**config.mk**
```make
export PLATFORM = sky130hd
export DESIGN_NAME = dbus_link_scheduler_flat
export DESIGN_NICKNAME = d
export VERILOG_FILES = /design/src/rtl/dbus_link_scheduler_pkg.sv /design/src/rtl/dbus_link_scheduler_if.sv /design/src/rtl/dbus_link_scheduler_timeout.sv /design/src/rtl/dbus_link_scheduler.sv /design/src/flat_wrapper.sv
export SDC_FILE = /design/constraint.sdc
export NUM_CORES = 1
export LEC_CHECK = 0
export ABC_AREA = 1
export CAP_MARGIN = 30
export CORE_AREA = 2 2 88 90
export DETAILED_ROUTE_END_ITERATION = 8
export DIE_AREA = 0 0 90 92
export DONT_BUFFER_PORTS = 1
export SYNTH_ARGS = -nofsm -noshare
export SYNTH_HDL_FRONTEND = slang
export SYNTH_SLANG_ARGS = --single-unit
export TNS_END_PERCENT = 5
```
**constraint.sdc**
```tcl
create_clock -name i_clock -period 5.06 [get_ports i_clock]
set_clock_uncertainty 0.05 [all_clocks]
set_input_delay 0.759 -clock i_clock [delete_from_list [all_inputs] [get_ports i_clock]]
set_output_delay 0.759 -clock i_clock [all_outputs]
set_load 0.01 [all_outputs]
```
**src/rtl/dbus_link_scheduler_pkg.sv**
```systemverilog
// Shared definitions for the UART <-> DBUS transfer scheduler: state
// encodings, transfer directions and the timeout counter sizing helper.
package dbus_link_scheduler_pkg;

    typedef enum logic [2:0] {
        ST_IDLE      = 3'd0,
        ST_FETCH     = 3'd1,
        ST_SEND      = 3'd2,
        ST_WAIT_DONE = 3'd3,
        ST_DRAIN     = 3'd4
    } sched_state_t;

    localparam logic DIR_OUT = 1'b0;  // UART RX FIFO -> DBUS
    localparam logic DIR_IN  = 1'b1;  // DBUS -> UART TX FIFO

    // Bits needed to hold 0..limit inclusive.
    function automatic int timeout_width(input int limit);
        return $clog2(limit + 1);
    endfunction

endpackage

```
**src/rtl/dbus_link_scheduler_if.sv**
```systemverilog
// Handshake/data bundle between the scheduler, the UART FIFOs and the DBUS
// link engine. The scheduler takes the master side; the FIFOs and the link
// engine together form the slave side.
interface dbus_link_scheduler_if;

    logic       i_rx_avail;
    logic [7:0] i_rx_data;
    logic       o_rx_read;

    logic [7:0] o_dbus_data;
    logic       o_dbus_enable;
    logic       i_dbus_busy;
    logic       i_dbus_avail;
    logic [7:0] i_dbus_data;
    logic       o_dbus_read;

    logic [7:0] o_tx_data;
    logic       o_tx_enable;
    logic       i_tx_busy;
    logic       i_tx_full;

    modport master (
        input  i_rx_avail, i_rx_data, i_dbus_busy, i_dbus_avail, i_dbus_data,
               i_tx_busy, i_tx_full,
        output o_rx_read, o_dbus_data, o_dbus_enable, o_dbus_read,
               o_tx_data, o_tx_enable
    );

    modport slave (
        output i_rx_avail, i_rx_data, i_dbus_busy, i_dbus_avail, i_dbus_data,
               i_tx_busy, i_tx_full,
        input  o_rx_read, o_dbus_data, o_dbus_enable, o_dbus_read,
               o_tx_data, o_tx_enable
    );

endinterface

```
**src/rtl/dbus_link_scheduler_timeout.sv**
```systemverilog
// Stall watchdog for the scheduler: clearable up-counter whose terminal
// flag fires in the c_LIMIT-th cycle of a run, so the abort edge ends the
// state after exactly c_LIMIT cycles.
module sched_timeout
    import dbus_link_scheduler_pkg::*;
#(
    parameter int c_LIMIT = 65535
) (
    input  logic i_clock,
    input  logic i_reset_n,
    input  logic i_clear,
    input  logic i_run,
    output logic o_expired
);

    localparam int c_WIDTH = timeout_width(c_LIMIT);

    logic [c_WIDTH-1:0] count;

    // Count cycles spent in the current state; restart on every state entry.
    always_ff @(posedge i_clock or negedge i_reset_n) begin
        if (!i_reset_n) begin
            count <= '0;
        end else if (i_clear) begin
            count <= '0;
        end else if (i_run && !o_expired) begin
            count <= count + 1'b1;
        end
    end

    assign o_expired = i_run && (count == c_WIDTH'(c_LIMIT - 1));

endmodule

```
**src/rtl/dbus_link_scheduler.sv**
```systemverilog
// Half-duplex byte scheduler between the UART FIFOs and the DBUS link
// engine. Inbound DBUS bytes take priority; stalled handshakes are aborted
// by a watchdog and reported through a sticky error flag.
//
//   state      | meaning
//   -----------+----------------------------------------------------------
//   IDLE       | no transfer; waits for an inbound or outbound byte
//   FETCH      | RX byte latched, o_rx_read held until RX FIFO drops avail
//   SEND       | o_dbus_enable held until the link engine reports busy
//   WAIT_DONE  | waits for the link engine to finish sending
//   DRAIN      | DBUS byte written to TX FIFO, o_dbus_read held until avail drops
module dbus_link_scheduler
    import dbus_link_scheduler_pkg::*;
#(
    parameter int c_TIMEOUT    = 65535,
    parameter int c_COUNTWIDTH = 16
) (
    input  logic                    i_clock,
    input  logic                    i_reset_n,
    dbus_link_scheduler_if.master   bus,
    input  logic                    i_clear_error,
    output logic                    o_error,
    output logic                    o_error_dir,
    output logic [c_COUNTWIDTH-1:0] o_sent_count,
    output logic [c_COUNTWIDTH-1:0] o_recv_count,
    output logic                    o_idle
);

    sched_state_t state, state_next;

    logic rx_avail_q, dbus_busy_q, dbus_avail_q, tx_busy_q, tx_full_q;
    logic timed_out;
    logic latch_out, latch_in, done_out, done_in, abort;
    logic tx_enable_q;

    // Status inputs come from other blocks; every decision uses these copies.
    always_ff @(posedge i_clock or negedge i_reset_n) begin
        if (!i_reset_n) begin
            rx_avail_q   <= 1'b0;
            dbus_busy_q  <= 1'b0;
            dbus_avail_q <= 1'b0;
            tx_busy_q    <= 1'b0;
            tx_full_q    <= 1'b0;
        end else begin
            rx_avail_q   <= bus.i_rx_avail;
            dbus_busy_q  <= bus.i_dbus_busy;
            dbus_avail_q <= bus.i_dbus_avail;
            tx_busy_q    <= bus.i_tx_busy;
            tx_full_q    <= bus.i_tx_full;
        end
    end

    // State register.
    always_ff @(posedge i_clock or negedge i_reset_n) begin
        if (!i_reset_n) begin
            state <= ST_IDLE;
        end else begin
            state <= state_next;
        end
    end

    // Next state and transfer events; a handshake completing in the final
    // allowed cycle counts as done rather than aborted.
    always_comb begin
        state_next = state;
        latch_out  = 1'b0;
        latch_in   = 1'b0;
        done_out   = 1'b0;
        done_in    = 1'b0;
        abort      = 1'b0;
        case (state)
            ST_IDLE: begin
                if (dbus_avail_q && !tx_busy_q && !tx_full_q) begin
                    state_next = ST_DRAIN;
                    latch_in   = 1'b1;
                end else if (rx_avail_q && !dbus_busy_q && !dbus_avail_q) begin
                    state_next = ST_FETCH;
                    latch_out  = 1'b1;
                end
            end
            ST_FETCH: begin
                if (!rx_avail_q) begin
                    state_next = ST_SEND;
                end else if (timed_out) begin
                    abort = 1'b1;
                end
            end
            ST_SEND: begin
                if (dbus_busy_q) begin
                    state_next = ST_WAIT_DONE;
                end else if (timed_out) begin
                    abort = 1'b1;
                end
            end
            ST_WAIT_DONE: begin
                if (!dbus_busy_q) begin
                    state_next = ST_IDLE;
                    done_out   = 1'b1;
                end else if (timed_out) begin
                    abort = 1'b1;
                end
            end
            ST_DRAIN: begin
                if (!dbus_avail_q) begin
                    state_next = ST_IDLE;
                    done_in    = 1'b1;
                end else if (timed_out) begin
                    abort = 1'b1;
                end
            end
            default: state_next = ST_IDLE;
        endcase
        if (abort) begin
            state_next = ST_IDLE;
        end
    end

    sched_timeout #(
        .c_LIMIT (c_TIMEOUT)
    ) u_timeout (
        .i_clock   (i_clock),
        .i_reset_n (i_reset_n),
        .i_clear   (state_next != state),
        .i_run     (state != ST_IDLE),
        .o_expired (timed_out)
    );

    // Data latches, TX write strobe, byte counters and the sticky error.
    always_ff @(posedge i_clock or negedge i_reset_n) begin
        if (!i_reset_n) begin
            bus.o_dbus_data <= '0;
            bus.o_tx_data   <= '0;
            tx_enable_q     <= 1'b0;
            o_sent_count    <= '0;
            o_recv_count    <= '0;
            o_error         <= 1'b0;
            o_error_dir     <= DIR_OUT;
        end else begin
            tx_enable_q <= latch_in;
            if (latch_out) begin
                bus.o_dbus_data <= bus.i_rx_data;
            end
            if (latch_in) begin
                bus.o_tx_data <= bus.i_dbus_data;
            end
            if (done_out) begin
                o_sent_count <= o_sent_count + 1'b1;
            end
            if (done_in) begin
                o_recv_count <= o_recv_count + 1'b1;
            end
            if (abort) begin
                o_error     <= 1'b1;
                o_error_dir <= (state == ST_DRAIN) ? DIR_IN : DIR_OUT;
            end else if (i_clear_error) begin
                o_error <= 1'b0;
            end
        end
    end

    assign bus.o_rx_read     = (state == ST_FETCH);
    assign bus.o_dbus_enable = (state == ST_SEND);
    assign bus.o_dbus_read   = (state == ST_DRAIN);
    assign bus.o_tx_enable   = tx_enable_q;
    assign o_idle            = (state == ST_IDLE);

endmodule

```
**src/flat_wrapper.sv**
```systemverilog
// flat-port wrapper written by rule: the top's interface ports become plain ports
module dbus_link_scheduler_flat import dbus_link_scheduler_pkg::*;
#(
    parameter int c_TIMEOUT    = 65535,
    parameter int c_COUNTWIDTH = 16
)
  (i_clock, i_reset_n, i_clear_error, o_error, o_error_dir, o_sent_count, o_recv_count, o_idle, bus_i_rx_avail, bus_i_rx_data, bus_i_dbus_busy, bus_i_dbus_avail, bus_i_dbus_data, bus_i_tx_busy, bus_i_tx_full, bus_o_rx_read, bus_o_dbus_data, bus_o_dbus_enable, bus_o_dbus_read, bus_o_tx_data, bus_o_tx_enable);
  dbus_link_scheduler_if bus_i ();
  input  logic i_clock;
  input  logic i_reset_n;
  input  logic i_clear_error;
  output logic o_error;
  output logic o_error_dir;
  output logic [c_COUNTWIDTH-1:0] o_sent_count;
  output logic [c_COUNTWIDTH-1:0] o_recv_count;
  output logic o_idle;
  input wire logic [$bits(bus_i.i_rx_avail)-1:0] bus_i_rx_avail;
  input wire logic [$bits(bus_i.i_rx_data)-1:0] bus_i_rx_data;
  input wire logic [$bits(bus_i.i_dbus_busy)-1:0] bus_i_dbus_busy;
  input wire logic [$bits(bus_i.i_dbus_avail)-1:0] bus_i_dbus_avail;
  input wire logic [$bits(bus_i.i_dbus_data)-1:0] bus_i_dbus_data;
  input wire logic [$bits(bus_i.i_tx_busy)-1:0] bus_i_tx_busy;
  input wire logic [$bits(bus_i.i_tx_full)-1:0] bus_i_tx_full;
  output wire logic [$bits(bus_i.o_rx_read)-1:0] bus_o_rx_read;
  output wire logic [$bits(bus_i.o_dbus_data)-1:0] bus_o_dbus_data;
  output wire logic [$bits(bus_i.o_dbus_enable)-1:0] bus_o_dbus_enable;
  output wire logic [$bits(bus_i.o_dbus_read)-1:0] bus_o_dbus_read;
  output wire logic [$bits(bus_i.o_tx_data)-1:0] bus_o_tx_data;
  output wire logic [$bits(bus_i.o_tx_enable)-1:0] bus_o_tx_enable;
  assign bus_i.i_rx_avail = bus_i_rx_avail;
  assign bus_i.i_rx_data = bus_i_rx_data;
  assign bus_i.i_dbus_busy = bus_i_dbus_busy;
  assign bus_i.i_dbus_avail = bus_i_dbus_avail;
  assign bus_i.i_dbus_data = bus_i_dbus_data;
  assign bus_i.i_tx_busy = bus_i_tx_busy;
  assign bus_i.i_tx_full = bus_i_tx_full;
  assign bus_o_rx_read = bus_i.o_rx_read;
  assign bus_o_dbus_data = bus_i.o_dbus_data;
  assign bus_o_dbus_enable = bus_i.o_dbus_enable;
  assign bus_o_dbus_read = bus_i.o_dbus_read;
  assign bus_o_tx_data = bus_i.o_tx_data;
  assign bus_o_tx_enable = bus_i.o_tx_enable;
  dbus_link_scheduler #(.c_TIMEOUT(c_TIMEOUT), .c_COUNTWIDTH(c_COUNTWIDTH)) u_core (.i_clock(i_clock), .i_reset_n(i_reset_n), .bus(bus_i), .i_clear_error(i_clear_error), .o_error(o_error), .o_error_dir(o_error_dir), .o_sent_count(o_sent_count), .o_recv_count(o_recv_count), .o_idle(o_idle));
endmodule
```
==> results of run 1 <==
synthesized netlist by cell type:
cell type | number | area [sq um]
a21oi_1 | 2 | 10.01
buf_6 | 3 | 33.78
clkinv_1 | 1 | 3.750
dfrtp_1 | 75 | 1877
ha_1 | 4 | 50.05
inv_1 | 35 | 131.4
inv_2 | 3 | 11.26
mux2_2 | 8 | 90.09
nand2_1 | 84 | 315.3
nand2_2 | 5 | 31.28
nand2_4 | 2 | 22.52
nand3_1 | 17 | 85.08
nand3_2 | 5 | 50.05
nand3_4 | 2 | 35.03
nand4_1 | 15 | 93.84
nand4_2 | 1 | 12.51
nand4_4 | 1 | 21.27
nor2_1 | 24 | 90.09
nor2_2 | 11 | 68.82
nor2_4 | 7 | 78.83
nor2_8 | 2 | 40.04
nor3_1 | 9 | 45.04
nor3_2 | 3 | 30.03
nor4_1 | 1 | 6.260
o211ai_1 | 1 | 7.510
o21ai_0 | 2 | 10.01
xnor2_1 | 13 | 113.9
xor2_1 | 28 | 245.2
cell type report:
type,instances,area [sq um]
Sequential cell,75,1877
Multi-Input combinational cell,247,1553
Inverter,39,146.4
Clock inverter,5,61.31
Clock buffer,11,141.4
Fill cell,684,3541
Tap cell,102,127.6
cell families after synthesis:
group           after synthesis  share of synthesized area (%)
simple gates                189                          28.42
flops                        75                          51.99
buf+inv                      42                          4.991
xor+xnor                     41                          9.948
mux                           8                          2.496
compound gates                5                         0.7627
fa+ha+maj                     4                          1.387
how the worst min path moves through the flow:
stage | from | slack (ns) | cells after the start | end
after floorplan | i_reset_n | 0.41 | 0 | u_core.bus.o_dbus_data[0]
after global placement | i_reset_n | 0.41 | 0 | u_core.o_recv_count[9]
after detailed placement | i_reset_n | 0.42 | 0 | u_core.o_recv_count[8]
after CTS | i_reset_n | 0.02 | 0 | u_core.o_recv_count[8]
after global routing | i_reset_n | 0.02 | 0 | u_core.o_recv_count[9]
final | i_reset_n | 0.04 | 0 | u_core.o_recv_count[8]
flip-flops by register name, summed over array words and instances (netlist names):
signal / count
u_core.bus.o_dbus_data: 8
u_core.bus.o_tx_data: 8
u_core.bus.o_tx_enable: 1
u_core.dbus_avail_q: 1
u_core.dbus_busy_q: 1
u_core.o_error: 1
u_core.o_error_dir: 1
u_core.o_recv_count: 16
u_core.o_sent_count: 16
u_core.rx_avail_q: 1
u_core.state: 3
u_core.tx_busy_q: 1
u_core.tx_full_q: 1
u_core.u_timeout.count: 16
power breakdown:
| group | switching [mW] | internal [mW] |
|---|---|---|
| clock | 0.230 | 0.243 |
| combinational | 0.222 | 0.125 |
| sequential | 0.148 | 0.701 |
| total | 0.600 | 1.07 |
worst max-delay path, cell delays in order, from the launching register on:
cell,delay [ns]
dfrtp_1,0.53
nor2_1,0.20
nand2_1,0.09
inv_1,0.20
per-stage QoR:
step | instance area [sq um] | setup slack (ns)
2_1_floorplan | 3610 | 3.253
3_3_place_gp | 3704 | 3.119
3_5_place_dp | 3704 | 3.019
4_1_cts | 3906 | 2.864
5_1_grt | 3906 | 2.826
6_report | 3906 | 2.887
metal layers:
layer  vias up  global-route usage [%]  routed length [um]
met2        62                   24.62                2813
li1       1173                       -                   -
met4         0                   9.231                 144
met5         -                       0                   0
met1      1093                   22.07                2954
met3        11                   5.177                 358
==> impl_results.md, run 1 <==
- Effective utilization at floorplan: 48.47%
- Power Density: 427.1 nW/um^2
- CTS tree: yes
- Number of setup buffers added after CTS: 0
- Mapped Cells: 364
- CP Data Required Time: around 4.3 ns
- Total gr overflow: 0
- CP Class: flip-flop to output port
- Via count: between 2000 and 2500
- CP max FO: 8
- Dpl hpwl: 4472 um
- Final wirelength: 6271 um
- Reg2reg end: u_core.u_timeout.count[15]
- Clock root buffer: clkbuf_8
- Mean Syn Cell Area: 9.917 sq um
- H-Tree Depth: 3
- Fin nets: 400
- Final setup viols: 0
- Data arrival, critical path: 1.36 ns
- Leakage: 1.872 nW
- Syn nets: 392
- Post-synthesis cell area: ~3600 sq um
- Yosys cell types: 28
- Chip Height: 92 um
- Tcrit/Tclk final: 42.94%
- Hold Crit Class: input pin to asynchronous set/reset pin
- CTS Buffer Depth: 2
- Final Hold Vio Count: 0
- ANT cells: 0
- Total GRT Usage: 16.72%
- R2R setup slack: 3.04 ns
- Die area: between 8000 and 9000 sq um
- # IOs: 79
- Worst Setup Start Kind: flip-flop
- Final Critical Period: between 2 and 2.5 ns
- Post-synthesis register bit count: 75
- Area grow syn2layout: 8.215%
- Placed Cells: 463
- Max Clk Rate: ~460 MHz
- Crit path from: u_core.state[2]
- Antenna-violating nets left: 0
- Core area: 7447 sq um
- Initial antenna violation count: 0
- Worst-margin pin slew: 0.4227 ns
- Total Power: 1.669 mW
- Crit end category: output port
- CTS hold repair buffers: 0
- Final GP Congestion: 0.7756
- RSZ-0062 raised after global routing: false
- Outcome: finished clean
- Yosys warning count: 0
- Worst skew pair latency: 0.35 ns
- Fin util: between 50% and 60%
- Hold Slack: 0.03903 ns
- DR WL/cell: 13.09 um
- Share of the yosys chip area belonging to registers: 51.99%
- Inserted Clock Buffers: 9
- Pins Over Slew Limit: 0
- Setup tns final: 0 ns
- Clock Sinks: 75
- First-pass GRT wire length: 10990 um
- Worst-path clk slew: 0.08 ns
- Register-to-Register Path Depth: 12
- Via density: between 4 and 5
- Most frequent cells in the layout: nand2_1 (84), dfrtp_1 (75), inv_1 (35)
- Max-slew headroom: 71.82%
- Port Buf Inserts: 0
- Vias in the first global route: approximately 2300
- Commonest non-fill, non-tap cell in the layout: nand2_1
- DR pass1 iterations: 4
- DRT iter0 DRCs: 82
- Peak VDD IR: 0.2555 mV
- Max-cap violations: 0
- Worst r2r src: u_core.u_timeout.count[0]
- Std cell rows: 32
- CTS resizes: 0
- Post-Layout Cell Count: 479
- Layout cells sized above 1: roughly 17%
- Largest net degree at the start of global routing: 76
- Worst setup endpoint: bus_o_dbus_enable
- Die Wd: 90 um
- DRC: 0
Power figures use the tool's default switching activity.
==> run 2, diff against run 1 <==
==> constraint.sdc (replaced) <==
create_clock -name i_clock -period 2.2 [get_ports i_clock]
set_clock_uncertainty 0.05 [all_clocks]
set_input_delay 0.33 -clock i_clock [delete_from_list [all_inputs] [get_ports i_clock]]
set_output_delay 0.33 -clock i_clock [all_outputs]
set_load 0.01 [all_outputs]
==> run 2 against run 1 <==
Compared with the run above: flip-flop and latch count did not move; sequential share of layout area fell by 1.3 points; sequential power rose by 130%; critical path depth rose by 10; register-to-register slack got worse by 2.8 ns; global-route usage rose by 0.11 points; critical path type is now flip-flop to flip-flop; largest power group unchanged.
==> impl_results.md, run 2 (synthesized netlist as in run 1, its figures left out) <==
- CP Class: flip-flop to flip-flop
- Final wirelength: 6282 um (+0.18%)
- Placement Cell Area: 3711 sq um (+0.20%)
- Fin nets: 410 (+2.5%)
- CP max FO: 8 (unchanged)
- Initial antenna violation count: 0 (unchanged)
- Worst r2r src: u_core.u_timeout.count[0]
- Clock Sinks: 75 (unchanged)
- Final Hold Vio Count: 0 (unchanged)
- RSZ-0062 raised after global routing: false
- Data arrival, critical path: 2.21 ns (+0.85 ns)
- DR WL/cell: 12.87 um (-1.7%)
- Chip Height: 92 um (unchanged)
- First-pass GRT wire length: 11100 um (+0.95%)
- Hold Slack: 0.03956 ns (+0.0005251 ns)
- H-Tree Depth: 3 (unchanged)
- Hold Crit Class: input pin to flip-flop
- Final Instance Area: 4019 sq um (+2.9%)
- Std cell rows: 32 (unchanged)
- Dpl hpwl: 4493 um (+0.48%)
- # IOs: 79 (unchanged)
- Final worst slack: 0.2243 ns (-2.663 ns)
- Max-slew headroom: 72.35% (+0.53 points)
- Final setup viols: 0 (unchanged)
- Die Wd: 90 um (unchanged)
- Effective utilization at floorplan: 48.47% (unchanged)
- R2R setup slack: 0.22 ns (-2.82 ns)
- Via count: 2403 (+2.7%)
- Core area: 7447 sq um (unchanged)
- CP Data Required Time: 2.43 ns (-1.82 ns)
- Total gr overflow: 0 (unchanged)
- Hold endpoint: u_core.bus.o_tx_data[1]
- DR pass1 iterations: 4 (unchanged)
- Power Density: 980.4 nW/um^2 (+130%)
- Worst skew pair latency: 0.34 ns (about the same)
- Final GP Congestion: 0.7917 (+2.1%)
- Antenna-violating nets left: 0 (unchanged)
- Register-to-Register Path Depth: 13 (+1)
- Outcome: finished clean
- Crit end category: flip-flop
- Via density: 4.924 (+0.84%)
- Port Buf Inserts: 0 (unchanged)
- Peak VDD IR: 0.5686 mV (+120%)
- Leakage: 1.933 nW (+3.2%)
- ANT cells: 0 (unchanged)
- Max Clk Rate: 506.1 MHz
- Final Critical Period: 1.976 ns
- Top flop regs: u_core.o_recv_count: 16 flops, u_core.o_sent_count: 16 flops, u_core.u_timeout.count: 16 flops
- Largest net degree at the start of global routing: 76 (unchanged)
- Max-cap violations: 0 (unchanged)
- DRT iter0 DRCs: 114 (+39%)
- Reg2reg end: u_core.u_timeout.count[12]
- Vias in the first global route: 2344 (+2.8%)
- Inserted Clock Buffers: 9 (unchanged)
- Worst-margin pin slew: 0.4148 ns (-0.007884 ns)
- Worst Setup Start Kind: flip-flop
- Die area: 8280 sq um (unchanged)
- Worst Hold Launch: bus_i_dbus_data[1]
- Setup tns final: 0 ns (unchanged)
- Hold depth: 2
- Clock root buffer: clkbuf_8
- CTS tree: yes
- Dpl ws: 0.1324 ns (-2.887 ns)
- Total Power: 3.940 mW (+140%)
- Commonest non-fill, non-tap cell in the layout: nand2_1
- Layout cells sized above 1: 17.62% (+0.38 points)
- Most frequent cells in the layout: nand2_1 (84), dfrtp_1 (75), inv_1 (35)
- Total GRT Usage: 16.83% (+0.11 points)
- Tcrit/Tclk final: between 80% and 90%
- Worst-path clk slew: 0.08 ns (about the same)
- CTS Buffer Depth: 2 (unchanged)
- Fillers: 684 (unchanged)
- Pins Over Slew Limit: 0 (unchanged)
- DRC: 0 (unchanged)
- Area grow syn2layout: 11.33%
[run 2: cell types whose count changed in the layout (fill, tap and decap cells not counted)]
cell,before,now
inv_6,1,0
buf_4,0,2
clkinvlp_4,3,1
buf_16,0,1
clkinv_2,0,1
clkinv_4,0,1
dlygate4sd3_1,0,6
buf_12,0,1
[run 2: routing by layer]
metal / wire (um) / global-route usage (%) / up-vias
li1: - / - / 1192
met1: 2947 / 22.07 / 1142
met2: 2895 / 24.94 / 60
met3: 327 / 5.012 / 9
met4: 111 / 9.615 / 0
met5: 0 / 0 / -
[run 2: power breakdown]
part	total (mW)	leakage (nW)	switching (mW)	internal, mW
clock network	1.04	0.0954	0.494	0.549
registers	1.95	0.993	0.338	1.61
logic	0.947	0.844	0.561	0.386
[run 2: layout make-up]
type | count | area (sq um) | area share [%]
multi-input combinational | 247 | 1553 | 38.64
clock inverter | 4 | 51.30 | 1.276
inverter | 39 | 146.4 | 3.643
clock buffer | 11 | 141.4 | 3.518
tap | 102 | 127.6 | 3.176
sequential | 75 | 1877 | 46.70
timing repair buffer | 10 | 122.6 | 3.051
[run 2: critical path, stage by stage (launching register included)]
cell and delay [ns]:
dfrtp_1 0.41, inv_1 0.10, ha_1 0.15, nand2_1 0.06, nor2_2 0.09, nand2_2 0.09, nor2_8 0.16, nand3_2 0.17
nand3_1 0.15, nand2_1 0.08, nand2_2 0.08, nand3_4 0.08, buf_4 0.17, nor2_2 0.08
[run 2: repair_timing]
action	in CTS	in global routing
gates resized for setup	0	0
endpoints found under the hold margin	80	0
hold buffers	7	0
setup buffers	0	2
endpoints found under the setup margin	0	16
[run 2: stage by stage]
stage	utilization [%]	instances
floorplan	-	364
global placement	49.83	464
detailed placement	49.83	464
CTS	53.60	486
global route	53.97	488
finish	53.97	488
[run 2: how the worst max path moves through the flow]
stage,start,to,slack [ns],cells after the start
finish,u_core.u_timeout.count[0],u_core.u_timeout.count[12],0.22,13
global route,u_core.u_timeout.count[0],u_core.u_timeout.count[8],0.04,12
CTS,u_core.u_timeout.count[0],u_core.u_timeout.count[4],0.12,12
detailed placement,u_core.u_timeout.count[0],u_core.u_timeout.count[4],0.13,12
global placement,u_core.u_timeout.count[0],u_core.u_timeout.count[4],0.26,12
floorplan,u_core.u_timeout.count[0],u_core.u_timeout.count[6],0.39,13
==> run 3, diff against run 2 <==
--- a/config.mk
+++ b/config.mk
@@ -5,11 +5,10 @@
 export SDC_FILE = /design/constraint.sdc
 export NUM_CORES = 1
 export LEC_CHECK = 0
-export ABC_AREA = 1
 export CAP_MARGIN = 30
-export CORE_AREA = 2 2 88 90
+export CORE_AREA = 2 2 87 89
 export DETAILED_ROUTE_END_ITERATION = 8
-export DIE_AREA = 0 0 90 92
+export DIE_AREA = 0 0 89 91
 export DONT_BUFFER_PORTS = 1
 export SYNTH_ARGS = -nofsm -noshare
 export SYNTH_HDL_FRONTEND = slang
==> run 3 against run 2 <==
Compared with the run above: hold slack got worse by 0.0076 ns; first-iteration DRC count shrank 14%; synthesized cell count shrank 15%; global-route usage grew 0.94 points; clock-buffer cell count fell by 2; wire length rose by 4.4%; final cell count decreased by 7.4%; maximum frequency down 6.0%; flip-flop and latch count unchanged; power is 3.1% higher; die area fell by 2.2%; clock power is 9.6% higher; critical path type unchanged; critical endpoint is now u_core.u_timeout.count[1].
==> impl_results.md, run 3 <==
- Yosys cell types: 51 (+82%)
- Multi-input logic area: 1513 sq um (-2.6%)
- Yosys warning count: 0 (unchanged)
- RSZ-0062 raised after global routing: false
- CTS tree: yes
- Outcome: finished clean
- Mapped Cells: 311 (-15%)
- R2R setup slack: 0.1 ns (-0.13 ns)
- Clock Sinks: 75 (unchanged)
- Most frequent cell after synthesis: dfrtp_1
- Setup tns final: 0 ns (unchanged)
- Reg2reg end: u_core.u_timeout.count[1]
- Total area of sequential cells: 1877 sq um (unchanged)
- Busiest metal layer after global routing: met2
- Syn nets: 339 (-14%)
- First-pass GRT wire length: 11040 um (-0.50%)
- Dpl ws: -0.1168 ns (-0.2491 ns)
- Inserted Clock Buffers: 9 (unchanged)
- CTS Buffer Depth: 2 (unchanged)
- Top cell type's share of synthesized area: 54.35% (+2.4 points)
- CP Class: flip-flop to flip-flop
- Core area: 7137 sq um (-4.2%)
- Top flop regs: u_core.o_recv_count: 16 flops, u_core.o_sent_count: 16 flops, u_core.u_timeout.count: 16 flops
- Antenna-violating nets left: 0 (unchanged)
- DR WL/cell: 14.52 um (+13%)
- Cell taking the most area after synthesis: dfrtp_1
- Tcrit/Tclk final: 95.55% (+5.7 points)
- Dpl hpwl: 4612 um (+2.6%)
- Met3 usage: 4.818% (-0.19 points)
- Worst Hold Launch: bus_i_dbus_data[1]
- Share of the yosys chip area belonging to registers: 54.35% (+2.4 points)
- Effective utilization at floorplan: 48.39% (-0.084 points)
- Clock root buffer: clkbuf_8
- Layout cells sized above 1: 21.53% (+3.9 points)
- Met2 Track Usage GR: 26.12% (+1.2 points)
- Max-cap violations: 0 (unchanged)
- Via count: 2376 (-1.1%)
- Chip Height: 91 um (-1.1%)
- Fin nets: 377 (-8.0%)
- ANT cells: 0 (unchanged)
- Fillers: 640 (-6.4%)
- Most frequent cells in the layout: dfrtp_1 (75), nand2_1 (44), xnor2_1 (32)
- Pins Over Slew Limit: 0 (unchanged)
- Die Wd: 89 um (-1.1%)
- Hold depth: 2 (unchanged)
- Data arrival, critical path: 2.28 ns (+0.07 ns)
- Leakage: 1.826 nW (-5.5%)
- CP Data Required Time: 2.38 ns (-0.05 ns)
- Register-to-Register Path Depth: 7 (-6)
- Hold endpoint: u_core.bus.o_tx_data[1]
- Hold Crit Class: input pin to flip-flop
- Worst Setup Start Kind: flip-flop
- Commonest non-fill, non-tap cell in the layout: dfrtp_1
- Final worst slack: 0.09791 ns (-0.1264 ns)
- Total GRT Usage: 17.77% (+0.94 points)
- H-Tree Depth: 3 (unchanged)
- Worst-path clk slew: 0.08 ns (about the same)
- Post-synthesis cell area: 3453 sq um (-4.3%)
- Final Instance Area: 4061 sq um (+1.1%)
- DRC: 0 (unchanged)
- # IOs: 79 (unchanged)
- Mean Syn Cell Area: 11.10 sq um (+12%)
- Total gr overflow: 0 (unchanged)
- Final setup viols: 0 (unchanged)
- Final Hold Vio Count: 0 (unchanged)
- Peak VDD IR: 0.6947 mV (+22%)
- Final Critical Period: 2.102 ns (+0.1264 ns)
- Vias in the first global route: 2347 (+0.13%)
- Port Buf Inserts: 0 (unchanged)
- Final GP Congestion: 0.7513 (-5.1%)
- Worst skew pair latency: 0.35 ns (about the same)
- Most used DFF post-synth: dfrtp_1
- Placement Cell Area: 3721 sq um (+0.27%)
- CP max FO: 17 (+9)
- Ys async rst share: 100.0% (unchanged)
- Worst-margin pin slew: 0.4837 ns (+0.06886 ns)
- Power Density: 1000 nW/um^2 (+2.0%)
- Crit end category: flip-flop
- Post-synthesis register bit count: 75 (unchanged)
- Initial antenna violation count: 0 (unchanged)
- Final wirelength: 6561 um (+4.4%)
- Std cell rows: 31 (-3.1%)
- Die area: 8099 sq um (-2.2%)
- Total Power: 4.062 mW (+3.1%)
- GR Util met1: 24.03% (+2.0 points)
- Fin util: 56.91% (+2.9 points)
- DR pass1 iterations: 4 (unchanged)
- Worst r2r src: u_core.state[1]
- Max-slew headroom: 67.51% (-4.8 points)
- Area grow syn2layout: 17.61%
- Max Clk Rate: 475.7 MHz (-6.0%)
- EDFF count, synth: 0 (unchanged)
- Top post-synthesis cells by count: dfrtp_1 (75), nand2_1 (44), xnor2_1 (32), nor2_1 (26), nand3_1 (17)
- DRT iter0 DRCs: 98 (-14%)
- Largest net degree at the start of global routing: 76 (unchanged)
- Via density: 5.257 (+6.8%)
- Synth area leaders: dfrtp_1 (54%), xnor2_1 (8.1%), nand2_1 (4.8%)
[run 3: worst max path at each step]
stage                     cells past startpoint                       from                    endpoint
after floorplan                               5            u_core.state[1]   u_core.bus.o_dbus_data[0]
after global placement                        7            u_core.state[0]   u_core.u_timeout.count[2]
after detailed placement                      5            u_core.state[2]  u_core.u_timeout.count[15]
after CTS                                     7            u_core.state[1]   u_core.u_timeout.count[1]
after global routing                          9  u_core.u_timeout.count[0]   u_core.u_timeout.count[1]
final                                         7            u_core.state[1]   u_core.u_timeout.count[1]
[run 3: critical path, cell delays in order, from the launching register on]
cell,delay [ns]
dfrtp_1,0.38
buf_4,0.20
or4b_2,0.69
a211oi_2,0.23
a211oi_1,0.11
o31ai_4,0.10
buf_6,0.18
a211oi_1,0.05
[run 3: cell families after synthesis]
kind of cell	synth area share (%)
mux	3.877
compound gates	4.384
simple gates	22.14
flops	54.35
xor+xnor	11.67
buf+inv	2.138
fa+ha+maj	1.449
[run 3: per-layer routing]
metal | part of all wire, % | routed length, um
met1 | 45 | 2936
met5 | 0 | 0
met3 | 5.3 | 351
met4 | 2.3 | 153
met2 | 48 | 3121
[run 3: report_power, final]
group	total [mW]	leakage, nW	switching, mW	internal (mW)
logic	0.990	0.733	0.528	0.462
clock network	1.14	0.102	0.506	0.633
registers	1.93	0.991	0.308	1.62
total	4.06	1.83	1.34	2.72
[run 3: area by class of cell]
cell class / instances / area share (%)
Sequential cell: 75 / 46.21
Tap cell: 99 / 3.050
Clock inverter: 6 / 2.187
Timing Repair Buffer: 36 / 7.702
Inverter: 6 / 0.5545
Clock buffer: 9 / 3.050
Multi-Input combinational cell: 221 / 37.25
[run 3: stage by stage]
step	std cells	hold slack, ns
2_1_floorplan	311	-0.01559
6_report	452	0.03195
3_5_place_dp	427	-0.01185
5_1_grt	452	0.02317
4_1_cts	452	0.01781
3_3_place_gp	427	-0.01144
[run 3: repair_timing]
item                                    in CTS  in global routing
endpoints found under the hold margin       80                  0
gates resized for setup                      0                  4
pin swaps                                    1                  1
buffers inserted                             3                  0
hold buffers                                 7                  0
cloned                                       0                  0
endpoints found under the setup margin      16                 16
